==> src/rtl/key_press_detector.sv <==
// -----------------------------------------------------------------------------
// key_press_detector
// Per-key 2-flop synchronizer, debounce counter and rising-edge detector.
//   i_clock  : system clock
//   i_reset  : asynchronous active-high reset
//   i_keys   : raw active-high buttons, asynchronous to i_clock
//   o_level  : debounced key levels
//   o_press  : one-cycle strobe per key on a debounced 0->1 transition
// A debounced level flips only after DEBOUNCE_CYCLES consecutive synchronized
// samples that disagree with it; o_press is registered together with the flip.
// -----------------------------------------------------------------------------
module key_press_detector #(
  parameter int WIDTH           = 4,
  parameter int DEBOUNCE_CYCLES = 500000
) (
  input  logic             i_clock,
  input  logic             i_reset,
  input  logic [WIDTH-1:0] i_keys,
  output logic [WIDTH-1:0] o_level,
  output logic [WIDTH-1:0] o_press
);

  localparam int CNT_W = (DEBOUNCE_CYCLES > 1) ? $clog2(DEBOUNCE_CYCLES) : 1;
  localparam logic [CNT_W-1:0] CNT_LAST = CNT_W'(DEBOUNCE_CYCLES - 1);

  logic [WIDTH-1:0] r_meta;
  logic [WIDTH-1:0] r_sync;
  logic [WIDTH-1:0] r_level;
  logic [WIDTH-1:0] r_press;
  logic [CNT_W-1:0] r_cnt [WIDTH];

  // Two-flop synchronizer for the asynchronous buttons.
  always_ff @(posedge i_clock or posedge i_reset) begin
    if (i_reset) begin
      r_meta <= '0;
      r_sync <= '0;
    end else begin
      r_meta <= i_keys;
      r_sync <= r_meta;
    end
  end

  // Debounce: count consecutive disagreeing samples, flip level on the last one.
  always_ff @(posedge i_clock or posedge i_reset) begin
    if (i_reset) begin
      r_level <= '0;
      r_press <= '0;
      for (int i = 0; i < WIDTH; i++) begin
        r_cnt[i] <= '0;
      end
    end else begin
      for (int i = 0; i < WIDTH; i++) begin
        r_press[i] <= 1'b0;
        if (r_sync[i] != r_level[i]) begin
          if (r_cnt[i] == CNT_LAST) begin
            r_level[i] <= r_sync[i];
            r_press[i] <= r_sync[i];
            r_cnt[i]   <= '0;
          end else begin
            r_cnt[i] <= r_cnt[i] + CNT_W'(1);
          end
        end else begin
          r_cnt[i] <= '0;
        end
      end
    end
  end

  assign o_level = r_level;
  assign o_press = r_press;

endmodule

==> config.mk <==
export PLATFORM = sky130hd
export DESIGN_NAME = key_press_detector
export DESIGN_NICKNAME = d
export VERILOG_FILES = /design/src/rtl/key_press_detector.sv
export SDC_FILE = /design/constraint.sdc
export NUM_CORES = 1
export LEC_CHECK = 0
export CAP_MARGIN = 20
export CORE_MARGIN = 5
export CORE_UTILIZATION = 25
export DETAILED_ROUTE_END_ITERATION = 6
export GPL_TIMING_DRIVEN = 0
export SETUP_SLACK_MARGIN = 0.02
export SYNTH_ARGS = -nofsm -noshare
export SYNTH_HDL_FRONTEND = slang
export SYNTH_SLANG_ARGS = --single-unit
export TNS_END_PERCENT = 5
==> constraint.sdc <==
create_clock -name i_clock -period 6 [get_ports i_clock]
set_input_delay 1.8 -clock i_clock [delete_from_list [all_inputs] [get_ports i_clock]]
set_output_delay 1.8 -clock i_clock [all_outputs]
set_load 0.02 [all_outputs]
# --- After elaboration in Yosys (flattened, before gate mapping) ---
# Cells that the tools add are included.
# Widths: inputs -> output; s select.
word_totals:
  regBits: 92
  inputBits: 6
  out_inout_bits: 8
  word_cells: 43
classes:
  add_sub_neg: 4
  eq_ne: 8
  n_mux: 16
  n_reduce_logical: 4
op_table:
  columns: ["operator", "n"]
  rows:
  - ["$mux 19", 8]
  - ["$add 19x1->19 const B", 4]
  - ["$eq 19x19->1 const B", 4]
  - ["$mux 1", 8]
  - ["$reduce_and 2->1", 4]
  - ["$ne 1x1->1", 4]

# --- Longest topological paths before layout ---
depth:
  ltp_word: 3
  ltp_mapped: 6
  depth_no_buf: 5

# --- Worst setup path before layout ---
# No wires, ideal clock.
synth_path:
  path_kind: "register -> output"
  start: "reg r_level[0], in the netlist o_level[0]"
  end: "out o_level[0]"
  arrival_ns: 0.461
  path_slack_ns: 3.739
  stages_incl_launch_ff: 1
  path_cell_list: "dfrtp_1"
synth_rtl:
  columns: ["item", "line_no", "rtl"]
  rows:
  - ["from (decl)", "28", "logic [WIDTH-1:0] r_level;"]
  - ["from (signal, indexed assignment)", "56", "r_level[i] <= r_sync[i];"]
  - ["to (decl)", "19", "output logic [WIDTH-1:0] o_level,"]
# No word-level cell between the ends.

# --- Worst setup path after layout ---
layout_path:
  start: "reg r_level[2], in the netlist o_level[2]"
  end: "out o_level[2]"
# No word-level cell between the ends.

==> results.yml <==
worst_setup_path:
  crit_buf_inv: 1
  crit_start: "o_level[2]$_DFFE_PP0P_"
  crit_path_start_kind: "flop"
  crit_chain: "clkdlybuf4s50_1"
  critPathRequiredTime_ns: 4.20
  endpoint_kind: "primary output"
  critPathTopFamily: "buffers and inverters"
  cp_max_fo: 4
  cpPeakStageDelay_ns: 0.64
  path_class: "flop to primary output"
  slowest_stage: "clkdlybuf4s50_1"
  arrival_ns: 1.41
  rr_startpoint: "r_cnt[24]$_DFF_PP0_"
drt:
  drc: 0
  via_count: 3213
  via_per_inst: 4.70
  drtIter0Drc: 198
  drt-wirelength-per-cell_microns: 12.6
  drt-total-wl_microns: 8610
  first_pass_iters: 4
  ant_nets: 0
timing:
  finalMaxSlewViolations: 0
  setup_viol_count_final: 0
  setup_tns_ns: 0
  skew_ns: 0.00732
  worst_slew_pin_slew_ns: 0.771
  fmax_mhz: 312
  rsz0062_at_grt: "false"
  period_minus_slack_ns: 3.21
  finalHoldViolCount: 0
  fin_crit_sh_pct: 53.4
  maxSlewHeadroom_pct: 48.0
synth:
  ys_seq_area_share_pct: 52.7
  synthArstFlopShare_pct: 100
  ys_types: 39
  synth_ff_type: "dfrtp_1"
  avgSynthCellArea_sq_um: 10.2
  syn_nets: 438
  syn_area_sq_mm: 0.00437
  synth_edf_count: 0
  synth-seq-cells: 92
  syn-instance-count: 428
  yosys_warnings: 0
global_routing:
  antenna_found_initial: 0
  grt_pass1_vias: 3298
  track_usage_pct: 9.25
  grt_pass1_wl_microns: 15300
  grt_max_degree: 76
  gr-total-overflow: 0
placement:
  dpl.hpwl_microns: 5980
  port_buffers: 13
  finalWeightedCongestion: 0.842
pwr:
  switching_share_pct: 22.0
  power.switching_w: 0.000275
  power.total_w: 0.00125
  power.leakage_nw: 1.98
  ir_worst_vdd_v: 0.000194
  p_comb_share_pct: 3.3
  intPower_w: 0.000976
  powerDensity_mw_per_mm2: 245
  seq_power_share_pct: 51.0
  p_clk_share_pct: 45.7
clocking:
  cts_resized: 0
  clk_path_buf_depth: 2
  clk_pin_slew_worst_paths_ns: 0.06
  cts_sinks: 92
  cts_buffers: 9
  cts_root_buf: "clkbuf_16"
  post_cts_buffers: 0
  h-tree-depth: 3
  cts_hold_buf: 0
  cts_tree: "yes"
  clkLatencyLatePin_ns: 0.35
flow_run:
  cap_violations: 0
status:
  status: "complete, no violations"
layout:
  drive_gt1_share_pct: 8.52
  mostFrequentLayoutCells: "dfrtp_1 (92), nor2_1 (65), xnor2_1 (38)"
  antenna_cells: 0
  final_nets: 463
  area_growth_pct: 17.0
  final_common_cell: "dfrtp_1"
  nFillCells: 1753
die:
  io_pins: 14
  rows: 48
  fp.dieH_microns: 142
  die-area_sq_mm: 0.0202
  die_width_microns: 142
  coreArea_sq_mm: 0.0172
  start_util_pct: 25.3
min_path:
  hp-class: "flop to flop"
  min_from: "r_meta[0]$_DFF_PP0_"
power groups by stage:
stage / clock network, W / logic, W / registers, W
floorplan: 0 / 0.0000275 / 0.000648
global placement: 0 / 0.0000389 / 0.000649
detailed placement: 0 / 0.0000426 / 0.000650
CTS: 0.000593 / 0.0000431 / 0.000638
global route: 0.000614 / 0.0000481 / 0.000639
finish: 0.000572 / 0.0000410 / 0.000638
layout make-up:
type                    count  area, sq um  share of cell area (%)
flip-flops and latches     92         2300                    45.0
multi-input cells         316         1980                    38.8
well taps                 225          282                    5.51
clock buffers              10          239                    4.67
repair buffers             14          158                    3.08
clock inverters             6         63.8                    1.25
plain buffers              10         46.3                   0.906
inverters                  10         40.0                   0.783
final timing paths:
kind / slack, ns / to / cells past startpoint
setup / recovery: 2.79 / o_level[2] / 1
hold / removal: 0.35 / r_sync[0]$_DFF_PP0_ / 0
setup reg to reg: 3.66 / r_cnt[29]$_DFF_PP0_ / 6
hold reg to reg: 0.35 / r_sync[0]$_DFF_PP0_ / 0
max in group asynchronous: 3.62 / r_cnt[68]$_DFF_PP0_ / 3
min in group asynchronous: 1.75 / r_cnt[18]$_DFF_PP0_ / 2
kinds of logic (layout without fill, tap and decap cells):
family	Yosys count	in the layout	share of synthesized area (%)
AND/OR/NAND/NOR	215	215	26.6
flip-flops	92	92	52.7
XOR/XNOR	55	55	11.0
AO/OA/AOI/OAI	39	39	5.84
buffers and inverters	20	50	1.92
adder cells (fa/ha/maj)	4	4	1.15
multiplexers	3	3	0.773
registers in the layout, indices dropped and copies added (netlist names):
signal	cells
r_cnt	76
o_level	4
o_press	4
r_meta	4
r_sync	4
synthesized netlist by cell type, types with 3 or more instances:
library cell | n | area share (%)
dfrtp_1 | 92 | 53
nor2_1 | 65 | 5.6
xnor2_1 | 38 | 7.6
nand3_1 | 26 | 3.0
nand2_1 | 22 | 1.9
nand4_1 | 19 | 2.7
xor2_1 | 17 | 3.4
a21oi_1 | 16 | 1.8
nor4_1 | 16 | 2.3
or3_1 | 11 | 1.6
inv_1 | 10 | 0.86
nor3_1 | 9 | 1.0
o21ai_0 | 9 | 1.0
or4_1 | 9 | 1.5
and3_1 | 8 | 1.1
buf_2 | 7 | 0.80
o31ai_1 | 6 | 1.0
and2_1 | 5 | 0.72
and4_1 | 5 | 1.0
ha_1 | 4 | 1.1
nor3b_1 | 4 | 0.69
clkbuf_1 | 3 | 0.26
mux2_2 | 3 | 0.77
o41ai_1 | 3 | 0.60
or2_2 | 3 | 0.43
metrics by stage:
stage	util [%]	cells	hold WS, ns	setup WS, ns	instance area, sq um
2_1_floorplan	-	428	0.331	1.81	4370
3_3_place_gp	27.7	666	0.334	0.419	4780
4_1_cts	29.7	683	0.351	2.78	5110
3_5_place_dp	27.9	667	0.336	3.16	4810
5_1_grt	29.7	683	0.356	2.74	5110
6_report	29.7	683	0.351	2.79	5110
metal layers:
| layer | routed length [microns] | part of all wire, % | up-vias | global-route usage (%) |
|---|---|---|---|---|
| met1 | 3980 | 46 | 1582 | 11.4 |
| met3 | 259 | 3.0 | 15 | 2.12 |
| li1 | - | - | 1573 | - |
| met4 | 186 | 2.2 | 0 | 5.05 |
| met5 | 0 | 0 | - | 0 |
| met2 | 4180 | 49 | 43 | 15.0 |
No activity file was read; power rests on OpenSTA's default activity.
